===== src/rtl/mipi_tx_lane_distributor_if.sv =====
// Packet-side handshake of the MIPI TX lane distributor: start/length request
// plus the LANES-byte payload word stream.
interface mipi_tx_lane_distributor_if #(
    parameter int unsigned LANES = 4
);
    logic                 start;
    logic [15:0]          packet_len;
    logic [8*LANES-1:0]   data;
    logic                 data_valid;
    logic                 data_ready;

    // Packet builder side
    modport master (
        output start,
        output packet_len,
        output data,
        output data_valid,
        input  data_ready
    );

    // Distributor side
    modport slave (
        input  start,
        input  packet_len,
        input  data,
        input  data_valid,
        output data_ready
    );
endinterface


===== src/rtl/mipi_tx_lane_distributor.sv =====
// MIPI CSI transmit lane distributor: frames a packet on LANES byte lanes as
// HS-zero preamble, sync byte, round-robin payload bytes and a per-lane trail.
// The FSM state names the phase the *next* clock edge emits, so the first
// preamble byte leaves on the start edge and DATA (ready high) overlaps the
// cycle in which the sync byte is on the lanes.
module mipi_tx_lane_distributor #(
    parameter int unsigned LANES          = 4,
    parameter int unsigned HS_ZERO_CYCLES = 6,
    parameter int unsigned TRAIL_CYCLES   = 4,
    parameter logic [7:0]  SYNC_BYTE      = 8'hB8
) (
    input  logic                        clk_i,
    input  logic                        reset_i,
    mipi_tx_lane_distributor_if.slave   pkt_if,
    output logic [8*LANES-1:0]          lane_byte_o,
    output logic [LANES-1:0]            lane_valid_o,
    output logic                        busy_o,
    output logic                        done_o,
    output logic                        underrun_o
);

    localparam int unsigned PrepW  = $clog2(HS_ZERO_CYCLES + 1);
    localparam int unsigned TrailW = $clog2(TRAIL_CYCLES + 1);

    typedef enum logic [2:0] {StIdle, StPrep, StSync, StData, StTrail} state_e;

    state_e               state_q;
    logic [15:0]          rem_q;
    logic [PrepW-1:0]     prep_cnt_q;
    logic [7:0]           last_byte_q [LANES];
    logic [TrailW-1:0]    trail_cnt_q [LANES];
    logic [8*LANES-1:0]   lane_byte_q;
    logic [LANES-1:0]     lane_valid_q;
    logic                 done_q;
    logic                 underrun_q;

    logic                 trail_any;
    logic                 trail_more;

    // Trail progress: any lane still owing bytes, and any owing more than one
    always_comb begin
        trail_any  = 1'b0;
        trail_more = 1'b0;
        for (int unsigned i = 0; i < LANES; i++) begin
            if (trail_cnt_q[i] != '0) begin
                trail_any = 1'b1;
            end
            if (trail_cnt_q[i] > TrailW'(1)) begin
                trail_more = 1'b1;
            end
        end
    end

    // Framing FSM with registered lane outputs
    always_ff @(posedge clk_i or posedge reset_i) begin
        if (reset_i) begin
            state_q      <= StIdle;
            rem_q        <= '0;
            prep_cnt_q   <= '0;
            lane_byte_q  <= '0;
            lane_valid_q <= '0;
            done_q       <= 1'b0;
            underrun_q   <= 1'b0;
            for (int unsigned i = 0; i < LANES; i++) begin
                last_byte_q[i] <= '0;
                trail_cnt_q[i] <= '0;
            end
        end else begin
            done_q <= 1'b0;
            unique case (state_q)
                StIdle: begin
                    lane_byte_q  <= '0;
                    lane_valid_q <= '0;
                    if (pkt_if.start && (pkt_if.packet_len != 16'd0)) begin
                        rem_q        <= pkt_if.packet_len;
                        underrun_q   <= 1'b0;
                        lane_valid_q <= '1;
                        prep_cnt_q   <= PrepW'(HS_ZERO_CYCLES - 1);
                        state_q      <= (HS_ZERO_CYCLES > 1) ? StPrep : StSync;
                    end
                end
                StPrep: begin
                    lane_byte_q  <= '0;
                    lane_valid_q <= '1;
                    prep_cnt_q   <= prep_cnt_q - PrepW'(1);
                    if (prep_cnt_q == PrepW'(1)) begin
                        state_q <= StSync;
                    end
                end
                StSync: begin
                    lane_byte_q  <= {LANES{SYNC_BYTE}};
                    lane_valid_q <= '1;
                    // A lane that never gets payload trails off the sync byte
                    for (int unsigned i = 0; i < LANES; i++) begin
                        last_byte_q[i] <= SYNC_BYTE;
                    end
                    state_q <= StData;
                end
                StData: begin
                    lane_valid_q <= '1;
                    if (pkt_if.data_valid) begin
                        for (int unsigned i = 0; i < LANES; i++) begin
                            if (rem_q > 16'(i)) begin
                                lane_byte_q[8*i +: 8] <= pkt_if.data[8*i +: 8];
                                last_byte_q[i]        <= pkt_if.data[8*i +: 8];
                                trail_cnt_q[i]        <= TrailW'(TRAIL_CYCLES);
                            end else begin
                                // Short lane on the final word starts its trail now
                                lane_byte_q[8*i +: 8] <= {8{~last_byte_q[i][7]}};
                                trail_cnt_q[i]        <= TrailW'(TRAIL_CYCLES - 1);
                            end
                        end
                        if (rem_q <= 16'(LANES)) begin
                            rem_q   <= '0;
                            state_q <= StTrail;
                        end else begin
                            rem_q <= rem_q - 16'(LANES);
                        end
                    end else begin
                        // Underrun: keep lanes in HS with filler, packet continues
                        lane_byte_q <= '0;
                        underrun_q  <= 1'b1;
                    end
                end
                StTrail: begin
                    for (int unsigned i = 0; i < LANES; i++) begin
                        if (trail_cnt_q[i] != '0) begin
                            lane_byte_q[8*i +: 8] <= {8{~last_byte_q[i][7]}};
                            lane_valid_q[i]       <= 1'b1;
                            trail_cnt_q[i]        <= trail_cnt_q[i] - TrailW'(1);
                        end else begin
                            lane_byte_q[8*i +: 8] <= 8'h00;
                            lane_valid_q[i]       <= 1'b0;
                        end
                    end
                    done_q <= trail_any && !trail_more;
                    if (!trail_any) begin
                        state_q <= StIdle;
                    end
                end
                default: begin
                    state_q      <= StIdle;
                    lane_byte_q  <= '0;
                    lane_valid_q <= '0;
                end
            endcase
        end
    end

    // Ready is a pure decode of the DATA state
    always_comb begin
        pkt_if.data_ready = (state_q == StData);
    end

    assign lane_byte_o  = lane_byte_q;
    assign lane_valid_o = lane_valid_q;
    assign busy_o       = (state_q != StIdle);
    assign done_o       = done_q;
    assign underrun_o   = underrun_q;

endmodule


===== src/flat_wrapper.sv =====
// flat-port wrapper written by rule: the top's interface ports become plain ports
module mipi_tx_lane_distributor_flat 
#(
    parameter int unsigned LANES          = 4,
    parameter int unsigned HS_ZERO_CYCLES = 6,
    parameter int unsigned TRAIL_CYCLES   = 4,
    parameter logic [7:0]  SYNC_BYTE      = 8'hB8
)
  (clk_i, reset_i, lane_byte_o, lane_valid_o, busy_o, done_o, underrun_o, pkt_if_start, pkt_if_packet_len, pkt_if_data, pkt_if_data_valid, pkt_if_data_ready);
  mipi_tx_lane_distributor_if #(.LANES(LANES)) pkt_if_i ();
  input  logic clk_i;
  input  logic reset_i;
  output logic [8*LANES-1:0] lane_byte_o;
  output logic [LANES-1:0] lane_valid_o;
  output logic busy_o;
  output logic done_o;
  output logic underrun_o;
  input wire logic [$bits(pkt_if_i.start)-1:0] pkt_if_start;
  input wire logic [$bits(pkt_if_i.packet_len)-1:0] pkt_if_packet_len;
  input wire logic [$bits(pkt_if_i.data)-1:0] pkt_if_data;
  input wire logic [$bits(pkt_if_i.data_valid)-1:0] pkt_if_data_valid;
  output wire logic [$bits(pkt_if_i.data_ready)-1:0] pkt_if_data_ready;
  assign pkt_if_i.start = pkt_if_start;
  assign pkt_if_i.packet_len = pkt_if_packet_len;
  assign pkt_if_i.data = pkt_if_data;
  assign pkt_if_i.data_valid = pkt_if_data_valid;
  assign pkt_if_data_ready = pkt_if_i.data_ready;
  mipi_tx_lane_distributor #(.LANES(LANES), .HS_ZERO_CYCLES(HS_ZERO_CYCLES), .TRAIL_CYCLES(TRAIL_CYCLES), .SYNC_BYTE(SYNC_BYTE)) u_core (.clk_i(clk_i), .reset_i(reset_i), .pkt_if(pkt_if_i), .lane_byte_o(lane_byte_o), .lane_valid_o(lane_valid_o), .busy_o(busy_o), .done_o(done_o), .underrun_o(underrun_o));
endmodule

===== config.mk =====
export PLATFORM = sky130hd
export DESIGN_NAME = mipi_tx_lane_distributor_flat
export DESIGN_NICKNAME = d
export VERILOG_FILES = /design/src/rtl/mipi_tx_lane_distributor_if.sv /design/src/rtl/mipi_tx_lane_distributor.sv /design/src/flat_wrapper.sv
export SDC_FILE = /design/constraint.sdc
export NUM_CORES = 1
export LEC_CHECK = 0
export ABC_AREA = 1
export CAP_MARGIN = 10
export CORE_MARGIN = 2
export CORE_UTILIZATION = 30
export DETAILED_ROUTE_END_ITERATION = 10
export PLACE_DENSITY_LB_ADDON = 0.08
export SYNTH_ARGS = -nofsm -noshare
export SYNTH_HDL_FRONTEND = slang
export SYNTH_SLANG_ARGS = --single-unit

===== constraint.sdc =====
create_clock -name clk_i -period 3.6 [get_ports clk_i]
set_input_delay 0.72 -clock clk_i [delete_from_list [all_inputs] [get_ports clk_i]]
set_output_delay 0.72 -clock clk_i [all_outputs]
set_load 0.005 [all_outputs]

After elaboration in Yosys (flattened, before gate mapping)

Cells that the tools add are included.

Reductions and logical operators: 27
Bitwise gates (word level): 4
Multiplexer cells: 55
Magnitude comparators: 9
Add/sub/neg operators: 6
Eq/ne operators: 19

Operator list:

| kind                                                                              | number |
|---|---|
| 8-bit two-way mux                                                                 | 12 |
| 32-bit one-hot mux with 3 select lines                                            | 1 |
| 32-bit two-way mux                                                                | 2 |
| 32-bit one-hot mux with 2 select lines                                            | 1 |
| 16-bit two-way mux                                                                | 3 |
| 3-bit two-way mux                                                                 | 14 |
| 16-bit by 1-bit > comparator with 1-bit output, second input constant             | 2 |
| 16-bit by 2-bit > comparator with 1-bit output, second input constant             | 2 |
| 16-bit one-hot mux with 2 select lines                                            | 1 |
| 3-bit AND reduction                                                               | 10 |
| 12-bit one-hot mux with 2 select lines                                            | 1 |
| 2-bit by 1-bit != test with 1-bit output, second input constant                   | 11 |
| 16-bit by 3-bit less-or-equal comparator with 1-bit output, second input constant | 1 |
| 16-bit nonzero test                                                               | 1 |
| 16-bit by 3-bit subtractor with 16-bit output, second input constant              | 1 |
| 3-bit one-hot mux with 5 select lines                                             | 1 |
| 3-bit nonzero test                                                                | 5 |
| 3-bit by 1-bit subtractor with 3-bit output, second input constant                | 5 |
| 1-bit two-way mux                                                                 | 14 |
| 3-bit by 1-bit > comparator with 1-bit output, second input constant              | 4 |
| 12-bit two-way mux                                                                | 1 |
| 4-bit one-hot mux with 3 select lines                                             | 1 |
| 2-bit nonzero test                                                                | 4 |
| 3-bit by 1-bit == test with 1-bit output, second input constant                   | 2 |
| 13 further kinds                                                                  | 20 |

Register bits: 104
Output and inout port bits: 40

Logic depth before layout (Yosys ltp)

Depth after elaboration: 8
Gate-level depth with buffers: 11

Worst setup path before layout

OpenSTA, ideal clock, no wires.

Path type: register -> output
From: register u_core.state_q[2]
To: output port pkt_if_data_ready
Buffers on the path: 1
Stages on the path, launching flop included: 5
Required time: 2.880 ns
Setup slack: 1.964 ns
Arrival time: 0.916 ns
Path through: dfrtp_1 -> inv_2 -> nand3_4 -> inv_4 -> buf_2

Longest elaborated chain between the ends: 1

RTL lines:

| element                                  | RTL line                        | source |
|---|---|---|
| from (decl)                              | mipi_tx_lane_distributor.sv:27  | `state_e state_q;` |
| from (signal assigned)                   | mipi_tx_lane_distributor.sv:57  | `state_q <= StIdle;` |
| from (signal assigned)                   | mipi_tx_lane_distributor.sv:79  | `state_q <= (HS_ZERO_CYCLES > 1) ? StPrep : StSync;` |
| from (signal assigned)                   | mipi_tx_lane_distributor.sv:87  | `state_q <= StSync;` |
| 3-bit by 2-bit == test with 1-bit output | mipi_tx_lane_distributor.sv:152 | `pkt_if.data_ready = (state_q == StData);` |
| to (decl)                                | flat_wrapper.sv:22              | `output wire logic [$bits(pkt_if_i.data_ready)-1:0] pkt_if_data_ready;` |

Every way passes these cells.

Worst setup path after layout

From: register u_core.state_q[0]
To: output port pkt_if_data_ready

The elaborated chain is that of the path after synthesis.

==> flow_summary.yaml <==
layout:
  num_antenna_cells: 0
  fin_nets: 698
  fin_area_um2: 5500
  fill_cells: 1380
  syn_to_final_growth_pct: 33.9
  post-route-util_pct: 41.4
  stdcell_count: 811
  drive_gt1_share_pct: 7.09
timing:
  timing.final.max_slew_violations: 0
  fin_crit_ns: 2.67
  hold_viol: 0
  rsz0062_at_grt: "no"
  tns_ns: 0
  max_freq_ghz: 0.375
  finalCritPeriodShare_pct: 74.1
  maxSlewHeadroom_pct: 51.2
  fin_skew_ns: 0.00920
  worst_pin_slew_ns: 0.732
  fin_ws_ns: 0.931
  setup_viol: 0
global_route:
  grt_pass1_vias: 3530
  antenna_found_initial: 0
  grt_pass1_wl_um: 17600
  grt_usage_pct: 15.5
  grt_max_degree: 47
  overflow: 0
critical_path:
  cp.arrival_ns: 1.95
  critPathLaunchType: "flip-flop"
  crit_fanout: 15
  crit_type: "flip-flop to primary output"
  critPathRequiredTime_ns: 2.88
  end_kind: "primary output"
yosys:
  post-synth-top-area-cell: "dfrtp_1"
  synthTopCellsByArea: "dfrtp_1 46%, nand2_1 15%, nor2_1 7.9%"
  yosysWarningCount: 0
  synth-seq-area-share_pct: 46.3
  netlist_instances: 537
  synthFlopType: "dfrtp_1"
  yosysMostFrequentCell: "nand2_1"
  synth_edf_count: 0
  synth_top_area_share_pct: 46.3
  syn_area_per_cell_um2: 7.65
  ys_types: 33
  ys_ff_latch: 76
  async_flop_share_pct: 100
  syn_nets: 605
  synth_area_um2: 4110
  synth_commonest_cells: "167 x nand2_1, 86 x nor2_1, 76 x dfrtp_1"
flow_run:
  cap_violations: 0
detailed_routing:
  drtIter0Drc: 192
  vias_per_cell: 4.58
  wl_um: 10800
  wl_per_cell_um: 13.3
  first_pass_iters: 4
  num_vias: 3713
  drtAntennaViolNets: 0
  drcViolationCount: 0
clock_network:
  hold_buffers: 0
  post_cts_resized: 0
  postCtsSetupBuffers: 0
  clock_latency_ns: 0.34
  path_clk_slew_ns: 0.07
  clock-sinks: 76
  numCtsBuffers: 9
  cts_max_path_buffers: 2
  cts-root-buf: "clkbuf_16"
  cts_tree: "built"
  h-tree-depth: 3
placement:
  gp_congestion: 0.773
  dpl.cell_count: 795
  port_buffers: 91
  dp_slack_ns: 1.21
  placed_cell_area_um2: 5190
  place_hpwl_um: 7940
power:
  power_leakage_uw: 0.00265
  p_per_area_nw_per_um2: 764
  vdd_ir_drop_max_mv: 0.272
die:
  die_x_um: 121
  initial_utilization_pct: 30.9
  coreArea_um2: 13300
  ioPinCount: 92
  dieArea_um2: 14700
  row_count: 42
  die_y_um: 121
hold_path:
  hp-class: "flip-flop to flip-flop"
status:
  run_status: "completed"
==> worst paths after layout <==
kind,endpoint,cells after the start,slack (ns),start
max reg2reg,u_core.lane_byte_o[6]$_DFF_PP0_,8,1.49,u_core.rem_q[10]$_DFFE_PP0P_
max in group asynchronous,u_core.lane_valid_o[0]$_DFF_PP0_,3,2.07,reset_i
min reg2reg,u_core.prep_cnt_q[2]$_DFFE_PP0P_,2,0.50,u_core.prep_cnt_q[2]$_DFFE_PP0P_
max,pkt_if_data_ready,3,0.93,u_core.state_q[0]$_DFFE_PP0P_
min in group asynchronous,u_core.lane_byte_o[30]$_DFF_PP0_,2,0.83,reset_i
min,u_core.prep_cnt_q[2]$_DFFE_PP0P_,2,0.50,u_core.prep_cnt_q[2]$_DFFE_PP0P_
==> power breakdown <==
group / internal [µW] / total [µW] / leakage, µW / switching (µW)
sequential: 1180 / 1430 / 0.000947 / 249
clock: 548 / 942 / 0.000147 / 394
combinational: 752 / 1830 / 0.00156 / 1080
total: 2480 / 4200 / 0.00265 / 1720
==> cell families (layout without fill, tap and decap cells) <==
| kind of cell | count (synthesis) | in the layout | share of synthesized area, % |
|---|---|---|---|
| compound gates | 82 | 82 | 10.7 |
| buf+inv | 63 | 161 | 6.51 |
| simple gates | 294 | 294 | 30.3 |
| xor+xnor | 6 | 6 | 1.28 |
| flops | 76 | 76 | 46.3 |
| fa+ha+maj | 16 | 16 | 4.87 |
==> flip-flops by register name (all words and copies together), names as in the netlist <==
name,cells
u_core.state_q,3
u_core.lane_valid_o,4
u_core.underrun_o,1
u_core.done_o,1
u_core.prep_cnt_q,3
u_core.last_byte_q,4
u_core.trail_cnt_q,12
u_core.lane_byte_o,32
u_core.rem_q,16
==> area by class of cell <==
class / count / area [µm²] / area share [%]
Clock buffer: 9 / 225 / 4.09
Clock inverter: 7 / 81.3 / 1.48
Inverter: 53 / 201 / 3.66
Multi-Input combinational cell: 398 / 1940 / 35.3
Sequential cell: 76 / 1900 / 34.6
Tap cell: 176 / 220 / 4.00
Timing Repair Buffer: 92 / 931 / 16.9
==> worst max-delay path, cell delays in order, from the launching register on <==
cell and delay (ns):
dfrtp_1 0.53, nand3_4 0.27, inv_4 0.26, clkdlybuf4s50_1 0.54
==> metrics by stage <==
| stage | hold WS, ns | total power [µW] |
|---|---|---|
| after floorplan | 0.467 | 2620 |
| after global placement | 0.486 | 3270 |
| after detailed placement | 0.492 | 3290 |
| after CTS | 0.509 | 4250 |
| after global routing | 0.538 | 4580 |
| final | 0.505 | 4200 |
==> placed cells by master (no fill, tap or decap), drive strengths merged, types with 2 or more instances in the layout <==
master	count
ha	16
nor2	93
a31oi	2
xor2	4
o22ai	3
inv	57
or2	4
clkdlybuf4s50	91
a21oi	17
nand4	4
xnor2	2
dfrtp	76
o21ai	52
clkbuf	9
nand2	171
nand3b	2
a22oi	5
nand3	18
o211ai	2
==> metal layers <==
layer	vias up	part of all wire (%)	global-route usage, %
met4	0	2.0	6.83
li1	1896	-	-
met5	-	0	0
met2	94	43	22.8
met1	1705	51	22.2
met3	18	4.9	2.63
Note: power is estimated with default switching activity, not from simulation.
